## src/rtl/dbg_pkg.sv

```systemverilog
// Shared encodings for the debug run controller: host command opcodes,
// run states and datapath widths.
package dbg_pkg;

   typedef enum logic [2:0] {
      OP_NOP    = 3'd0,
      OP_RUN    = 3'd1,
      OP_STOP   = 3'd2,
      OP_STEP   = 3'd3,
      OP_LOAD   = 3'd4,
      OP_SETBP  = 3'd5,
      OP_CLRBP  = 3'd6,
      OP_CPURST = 3'd7
   } cmd_op_e;

   typedef enum logic [1:0] {
      ST_STOPPED = 2'd0,
      ST_RUN     = 2'd1,
      ST_STEP    = 2'd2,
      ST_HALTED  = 2'd3
   } run_state_e;

   localparam int unsigned ADDR_W = 4;
   localparam int unsigned DATA_W = 8;
   localparam int unsigned CNT_W  = 8;

endpackage

```

## src/rtl/sat_counter8.sv

```systemverilog
// 8-bit event counter that sticks at 255 instead of wrapping; a synchronous
// clear takes priority over an increment.
module sat_counter8 (
   input  logic       clk,
   input  logic       rst,
   input  logic       clr,
   input  logic       inc,
   output logic [7:0] count
);

   always_ff @(posedge clk or posedge rst) begin
      // NOTE: sequential state uses non-blocking assignments so every register
      // samples pre-edge values, matching the hardware regardless of block order.
      if (rst)
         count <= '0;
      else if (clr)
         count <= '0;
      else if (inc && (count != 8'hFF))
         count <= count + 8'd1;
   end

endmodule

```

## src/rtl/debug_run_ctrl.sv

```systemverilog
// Debug run controller: accepts host commands to run, stop, single-step,
// load instruction memory and manage one breakpoint on a small CPU.
module debug_run_ctrl
   import dbg_pkg::*;
(
   input  logic              clk,
   input  logic              rst,
   input  logic              cmd_valid,
   output logic              cmd_ready,
   input  logic [2:0]        cmd_op,
   input  logic [ADDR_W-1:0] cmd_addr,
   input  logic [DATA_W-1:0] cmd_data,
   input  logic              cpu_fetch,
   input  logic [ADDR_W-1:0] cpu_pc,
   input  logic              cpu_halt,
   output logic              cpu_en,
   output logic              cpu_rst,
   output logic              im_we,
   output logic [ADDR_W-1:0] im_waddr,
   output logic [DATA_W-1:0] im_wdata,
   output logic [1:0]        run_state,
   output logic              bp_hit,
   output logic              cmd_err,
   output logic [CNT_W-1:0]  instr_count
);

   run_state_e        state, state_nxt;
   cmd_op_e           op;
   logic              bp_valid;
   logic [ADDR_W-1:0] bp_addr;
   logic              cmd_acc, fetch_en, halt_en, bp_match;
   logic              do_load, do_setbp, do_clrbp, do_cpurst, do_err;
   logic              hit_set, hit_clr;

   assign op        = cmd_op_e'(cmd_op);
   assign cmd_ready = (state != ST_STEP);
   assign cpu_en    = (state == ST_RUN) || (state == ST_STEP);
   assign run_state = state;
   assign cmd_acc   = cmd_valid && cmd_ready;
   assign fetch_en  = cpu_en && cpu_fetch;
   assign halt_en   = cpu_en && cpu_halt;
   assign bp_match  = (state == ST_RUN) && fetch_en && bp_valid && (cpu_pc == bp_addr);

   always_ff @(posedge clk or posedge rst) begin
      if (rst) state <= ST_STOPPED;
      else     state <= state_nxt;
   end

   always_comb begin
      // NOTE: every signal gets a default first so no path leaves it unassigned,
      // which would otherwise infer a latch.
      state_nxt = state;
      do_load   = 1'b0;
      do_setbp  = 1'b0;
      do_clrbp  = 1'b0;
      do_cpurst = 1'b0;
      do_err    = 1'b0;
      hit_set   = 1'b0;
      hit_clr   = 1'b0;
      if (cmd_acc) begin
         case (state)
            ST_STOPPED: begin
               case (op)
                  OP_RUN:    begin state_nxt = ST_RUN;  hit_clr = 1'b1; end
                  OP_STEP:   begin state_nxt = ST_STEP; hit_clr = 1'b1; end
                  OP_LOAD:   do_load   = 1'b1;
                  OP_SETBP:  do_setbp  = 1'b1;
                  OP_CLRBP:  do_clrbp  = 1'b1;
                  OP_CPURST: do_cpurst = 1'b1;
                  default:   ;
               endcase
            end
            ST_RUN: begin
               case (op)
                  OP_STOP:  state_nxt = ST_STOPPED;
                  OP_SETBP: do_setbp  = 1'b1;
                  OP_CLRBP: do_clrbp  = 1'b1;
                  OP_NOP:   ;
                  default:  do_err    = 1'b1;
               endcase
            end
            ST_HALTED: begin
               case (op)
                  OP_CPURST:       begin do_cpurst = 1'b1; state_nxt = ST_STOPPED; end
                  OP_RUN, OP_STEP: do_err   = 1'b1;
                  OP_LOAD:         do_load  = 1'b1;
                  OP_SETBP:        do_setbp = 1'b1;
                  OP_CLRBP:        do_clrbp = 1'b1;
                  default:         ;
               endcase
            end
            default: ;
         endcase
      end
      if (do_cpurst)
         hit_clr = 1'b1;
      // CPU events override a concurrent STOP; halt beats step-end and breakpoint.
      if (halt_en)
         state_nxt = ST_HALTED;
      else if ((state == ST_STEP) && fetch_en)
         state_nxt = ST_STOPPED;
      else if (bp_match) begin
         state_nxt = ST_STOPPED;
         hit_set   = 1'b1;
      end
   end

   always_ff @(posedge clk or posedge rst) begin
      if (rst) begin
         cpu_rst  <= 1'b1;
         im_we    <= 1'b0;
         im_waddr <= '0;
         im_wdata <= '0;
         bp_valid <= 1'b0;
         bp_addr  <= '0;
         bp_hit   <= 1'b0;
         cmd_err  <= 1'b0;
      end else begin
         cpu_rst <= do_cpurst;
         im_we   <= do_load;
         cmd_err <= do_err;
         if (do_load) begin
            im_waddr <= cmd_addr;
            im_wdata <= cmd_data;
         end
         if (do_setbp) begin
            bp_valid <= 1'b1;
            bp_addr  <= cmd_addr;
         end else if (do_clrbp) begin
            bp_valid <= 1'b0;
         end
         if (hit_set)      bp_hit <= 1'b1;
         else if (hit_clr) bp_hit <= 1'b0;
      end
   end

   sat_counter8 u_instr_count (
      .clk   (clk),
      .rst   (rst),
      .clr   (do_load || do_cpurst),
      .inc   (fetch_en),
      .count (instr_count)
   );

endmodule

```

## config.mk

```make
export PLATFORM = sky130hd
export DESIGN_NAME = debug_run_ctrl
export DESIGN_NICKNAME = d
export VERILOG_FILES = /design/src/rtl/dbg_pkg.sv /design/src/rtl/sat_counter8.sv /design/src/rtl/debug_run_ctrl.sv
export SDC_FILE = /design/constraint.sdc
export NUM_CORES = 1
export LEC_CHECK = 0
export ABC_AREA = 1
export CORE_ASPECT_RATIO = 1.1
export CORE_MARGIN = 8
export CORE_UTILIZATION = 50
export DETAILED_ROUTE_END_ITERATION = 7
export MAX_ROUTING_LAYER = met4
export PLACE_DENSITY = 0.85
export SYNTH_ARGS = -nofsm -noshare
export SYNTH_HDL_FRONTEND = slang
export SYNTH_SLANG_ARGS = --single-unit
```

## constraint.sdc

```tcl
create_clock -name clk -period 2.4 [get_ports clk]
set_input_delay 0.36 -clock clk [delete_from_list [all_inputs] [get_ports clk]]
set_output_delay 0.36 -clock clk [all_outputs]
set_load 0.005 [all_outputs]
```

==> flow_summary.ini, run 1 <==
[status]
status = finished, final reports clean

[pwr]
ir_worst_vdd_mv = 0.635
combinationalPowerShare_pct = 46.2
p_int_mw = 1.52
power_density_nw_per_um2 = 1010
p_leak_nw = 1.22
switchingPower_mw = 0.879
p_seq_share_pct = 35.9
p_sw_share_pct = 36.6
clockPowerShare_pct = 17.9

[worst_setup_path]
arrival_ns = 1.94
cp-start-kind = flop
crit_type = reg -> out
cp_max_fo = 7
endpoint_kind = output port
cp.required_ns = 2.04

[hold_path]
hold_class = in -> async

[layout]
fin_nets = 312
syn_to_final_growth_pct = 38.6
register_area_um2 = 777
fillers = 296
multi_input_area_um2 = 808
stdcell_area_um2 = 2370
drive_gt1_share_pct = 9.22
n_antenna_cell = 0

[job]
cap_violations = 0

[clocking]
h-tree-depth = 2
cts_root_buffer = clkbuf_4
clk_latency_ns = 0.34
cts.sinks = 31
ctsResizeCount = 0
path_clk_slew_ns = 0.10
ctsHoldBuffers = 0
cts_tree = yes
numCtsBuffers = 5
cts_buffer_depth = 2
postCtsSetupBuffers = 0

[grt]
grt_pass1_vias = 1587
antenna_found_initial = 0
track_usage_pct = 16.5
grt_pass1_wl_mm = 7.09
grt.overflow.total = 0
grt_max_degree = 32

[placed_design]
dpl-instance-area_um2 = 2280
dpl.hpwl_mm = 3.35
routabilityCongestion = 0.914
numPortBuffers = 51
place_ws_ns = 0.470

[floorplan]
dieArea_um2 = 5550
die_height_um = 77.3
die_x_um = 71.8
io_pins = 52
coreArea_um2 = 3300
rows = 22
start_util_pct = 51.8

[yosys]
synth_most_common_cell = nand2_1
synth.distinct_cells = 24
syn_nets = 252
synth_top_area_share_pct = 43.9
ys_seq_area_share_pct = 45.4
netlist_instances = 221
synth-seq-cells = 31
synthTopCellsByCount = nand2_1 (73), dfrtp_1 (30), inv_1 (28)
yosys.area.top_type = dfrtp_1
synth_edf_count = 0
syn_avg_cell_area_um2 = 7.74
synth_area_leaders = dfrtp_1 (44%), nand2_1 (16%), nand3_1 (7.9%)
async_flop_share_pct = 100
syn_area_um2 = 1710
ys.flop_type = dfrtp_1
synth_warnings = 0

[sta]
rsz0062_at_grt = false
fin_setup_tns_ns = 0
worst_slack_ns = 0.105
timing.fmax_mhz = 436
clock_skew_ns = 0.0106
period_share_pct = 95.6
slew-limit-headroom_pct = 72.9
final-hold-violation-count = 0
period_minus_slack_ns = 2.30
drv_slew = 0
worst_pin_slew_ns = 0.403
finalSetupViolations = 0

[route]
vias_per_cell = 5.06
drc = 0
wl_per_cell_um = 13.3
finalWirelength_mm = 4.23
met1_length_mm = 1.74
firstDrtPassIters = 4
routed.top_layer = met4
wl_met3_um = 324
wl_met2_mm = 1.99
first_iter_violations = 87
via_count = 1610
ant_nets = 0
-- cells by family (layout without fill, tap and decap cells) --
logic type / after synthesis / count (layout) / share of synthesized area (%)
simple gates: 131 / 131 / 35.6
fa+ha+maj: 7 / 7 / 5.12
xor+xnor: 4 / 4 / 2.05
flops: 31 / 31 / 45.4
compound gates: 15 / 15 / 4.46
buf+inv: 33 / 94 / 7.31
-- cell usage in the layout, fill, tap and decap left out, types with 2 or more instances in the layout --
cell type | netlist | final
o21ai_0 | 10 | 10
inv_1 | 28 | 28
ha_1 | 7 | 7
nand2_1 | 73 | 73
nand4_1 | 2 | 2
xor2_1 | 4 | 4
o21ai_1 | 3 | 3
nand2_4 | 3 | 3
inv_2 | 4 | 4
clkbuf_4 | 0 | 5
nor2_1 | 17 | 17
buf_4 | 0 | 3
dfrtp_1 | 30 | 30
nand3_1 | 27 | 27
clkdlybuf4s50_1 | 0 | 51
nor3_4 | 2 | 2
-- critical path, stage by stage, from the launching register on --
cell	delay [ns]
dfrtp_1	0.47
inv_1	0.11
ha_1	0.46
clkdlybuf4s50_1	0.56
-- power by group through the flow --
stage	logic (mW)	registers (mW)	clock network, mW
finish	1.11	0.862	0.430
CTS	1.13	0.864	0.439
detailed placement	1.11	0.872	0
floorplan	0.567	0.867	0
global placement	1.09	0.863	0
global route	1.25	0.888	0.457
-- final timing paths --
kind                                end  slack (ns)  cells after the start          from
max                              cpu_en        0.10                      3  run_state[1]
min                              bp_hit        0.39                      3           rst
min reg2reg                 im_wdata[5]        0.48                      2   im_wdata[5]
min in group clk            im_wdata[5]        0.48                      2   im_wdata[5]
max in group asynchronous       cpu_rst        1.68                      3           rst
max reg2reg                run_state[1]        0.50                      7  run_state[1]
-- registers in the layout (all words and copies together) (netlist names) --
register / flops
run_state: 2
im_wdata: 8
cmd_err: 1
bp_addr: 4
bp_hit: 1
im_we: 1
bp_valid: 1
cpu_rst: 1
u_instr_count.count: 8
im_waddr: 4
-- metal layers --
metal	track usage [%]	up-vias
met2	25.5	52
met1	16.8	726
met4	11.2	0
met5	-	-
li1	-	816
met3	6.56	16
-- area by class of cell --
class,count,area share [%]
clock inverters,2,1.48
clock buffers,6,2.16
inverters,32,5.07
flip-flops and latches,31,32.8
well taps,36,1.90
multi-input cells,157,34.1
repair buffers,54,22.5
-- metrics by stage --
step | util, % | std cells | total power, mW | hold slack, ns
floorplan | - | 221 | 1.43 | 0.463
global placement | 69.1 | 310 | 1.95 | 0.452
detailed placement | 69.1 | 310 | 1.99 | 0.458
CTS | 71.7 | 318 | 2.43 | 0.401
global route | 71.7 | 318 | 2.60 | 0.417
finish | 71.7 | 318 | 2.40 | 0.393
Power figures use the tool's default switching activity.
==> inputs of run 2 (changes only) <==
--- a/config.mk
+++ b/config.mk
@@ -6,12 +6,15 @@
 export NUM_CORES = 1
 export LEC_CHECK = 0
 export ABC_AREA = 1
+export CAP_MARGIN = 20
 export CORE_ASPECT_RATIO = 1.1
 export CORE_MARGIN = 8
-export CORE_UTILIZATION = 50
+export CORE_UTILIZATION = 52
+export CTS_BUF_LIST = sky130_fd_sc_hd__clkbuf_2
+export CTS_CLUSTER_SIZE = 25
 export DETAILED_ROUTE_END_ITERATION = 7
 export MAX_ROUTING_LAYER = met4
-export PLACE_DENSITY = 0.85
+export PLACE_DENSITY = 0.87
 export SYNTH_ARGS = -nofsm -noshare
 export SYNTH_HDL_FRONTEND = slang
 export SYNTH_SLANG_ARGS = --single-unit
==> flow_summary.ini, run 2 (synthesized netlist as in run 1, its figures left out) <==
[clocking]
ctsHoldBuffers = 0
cts_root_buffer = clkbuf_2
numCtsBuffers = 5
clk_latency_ns = 0.39
cts_buffer_depth = 2
cts.sinks = 31
cts_tree = yes
path_clk_slew_ns = 0.18
h-tree-depth = 2

[sta]
worst_slack_ns = 0.117
drv_slew = 0
final-hold-violation-count = 0
clock_skew_ns = 0.0331
finalSetupViolations = 0
slew-limit-headroom_pct = 67.5
timing.fmax_mhz = 438
worst_pin_slew_ns = 0.486
period_share_pct = 95.1
rsz0062_at_grt = false
hold_ws_ns = 0.315
fin_setup_tns_ns = 0
period_minus_slack_ns = 2.28

[worst_setup_path]
cp_max_fo = 6
endpoint_kind = output port
path_cells = inv_1, ha_2, clkdlybuf4s50_1
cp.required_ns = 2.04
cp-start-kind = flop
arrival_ns = 1.92
slowest_delay_ns = 0.53
crit_slowest_cell = clkdlybuf4s50_1
crit_type = reg -> out

[floorplan]
io_pins = 52
die_height_um = 76.2
die_x_um = 70.7
coreArea_um2 = 3250
rows = 22
dieArea_um2 = 5380
start_util_pct = 52.7

[route]
via_count = 1623
firstDrtPassIters = 4
ant_nets = 0
wl_per_cell_um = 13.2
drc = 0
vias_per_cell = 5.12
first_iter_violations = 118
finalWirelength_mm = 4.19

[grt]
grt.overflow.total = 0
grt_pass1_vias = 1586
grt_max_degree = 32
grt_pass1_wl_mm = 7.18
track_usage_pct = 16.9
antenna_found_initial = 0

[status]
status = finished, final reports clean

[placed_design]
numPortBuffers = 51
place_ws_ns = 0.454
dpl.hpwl_mm = 3.28
routabilityCongestion = 0.947
dp_cells = 309

[layout]
n_antenna_cell = 0
register_area_um2 = 777
final_cell_mix = nand2_1 (73), clkdlybuf4s50_1 (51), dfrtp_1 (30)
fillers = 271
syn_to_final_growth_pct = 35.5
biggestRegsByFlops = im_wdata (8), u_instr_count.count (8)
multi_input_area_um2 = 811
fin_nets = 311
layout_commonest_cell = nand2_1
utilization_pct = 71.3
fin_cells = 317
drive_gt1_share_pct = 8.90

[pwr]
ir_worst_vdd_mv = 0.606
power_density_nw_per_um2 = 958
p_leak_nw = 1.19

[job]
cap_violations = 0

[hold_path]
hold_class = in -> async
[run 2: cell count changes in the layout (fill, tap and decap cells not counted), sizes merged]
cell and delta:
buf -1, bufinv -1, clkinv +1
[run 2: stage by stage]
| step | instance area, um2 | power, mW |
|---|---|---|
| CTS | 2310 | 2.23 |
| finish | 2320 | 2.22 |
| global route | 2320 | 2.41 |
| detailed placement | 2280 | 1.98 |
| floorplan | 1710 | 1.43 |
| global placement | 2280 | 1.95 |
[run 2: final timing paths]
kind	startpoint	to	slack, ns	cells past startpoint
min	rst	im_we	0.31	3
max reg2reg	run_state[0]	im_wdata[5]	0.54	9
max	run_state[0]	cpu_en	0.12	3
min in group clk	im_wdata[7]	im_wdata[7]	0.49	2
max in group asynchronous	rst	cpu_rst	1.73	3
min reg2reg	im_wdata[7]	im_wdata[7]	0.49	2
[run 2: layout make-up]
type | instances | area share (%)
Sequential cell | 31 | 33.5
Multi-Input combinational cell | 157 | 35.0
Clock inverter | 2 | 0.378
Clock buffer | 6 | 1.30
Timing Repair Buffer | 53 | 22.7
Tap cell | 36 | 1.94
Inverter | 32 | 5.18
[run 2: power by group]
| group | internal (mW) | leakage, nW | switching [mW] |
|---|---|---|---|
| combinational | 0.567 | 0.766 | 0.538 |
| clock | 0.0714 | 0.0304 | 0.175 |
| sequential | 0.713 | 0.394 | 0.156 |
| total | 1.35 | 1.19 | 0.868 |
[run 2: timing repair]
| action | CTS | global route |
|---|---|---|
| gates resized for setup | 0 | 1 |
| buffers inserted | 0 | 0 |
| endpoints found under the setup margin | 0 | 1 |
[run 2: metal layers]
metal / track usage [%] / share of wire, %
met1: 19.6 / 44
met2: 24.9 / 45
met3: 5.26 / 8.0
met4: 10.4 / 3.4
met5: - / 0
[run 2: critical path: cells and delay by family, from the launching register on]
family | cells | cell delay, ns
buffers and inverters | 2 | 0.65
flip-flops | 1 | 0.48
adder cells (fa/ha/maj) | 1 | 0.44
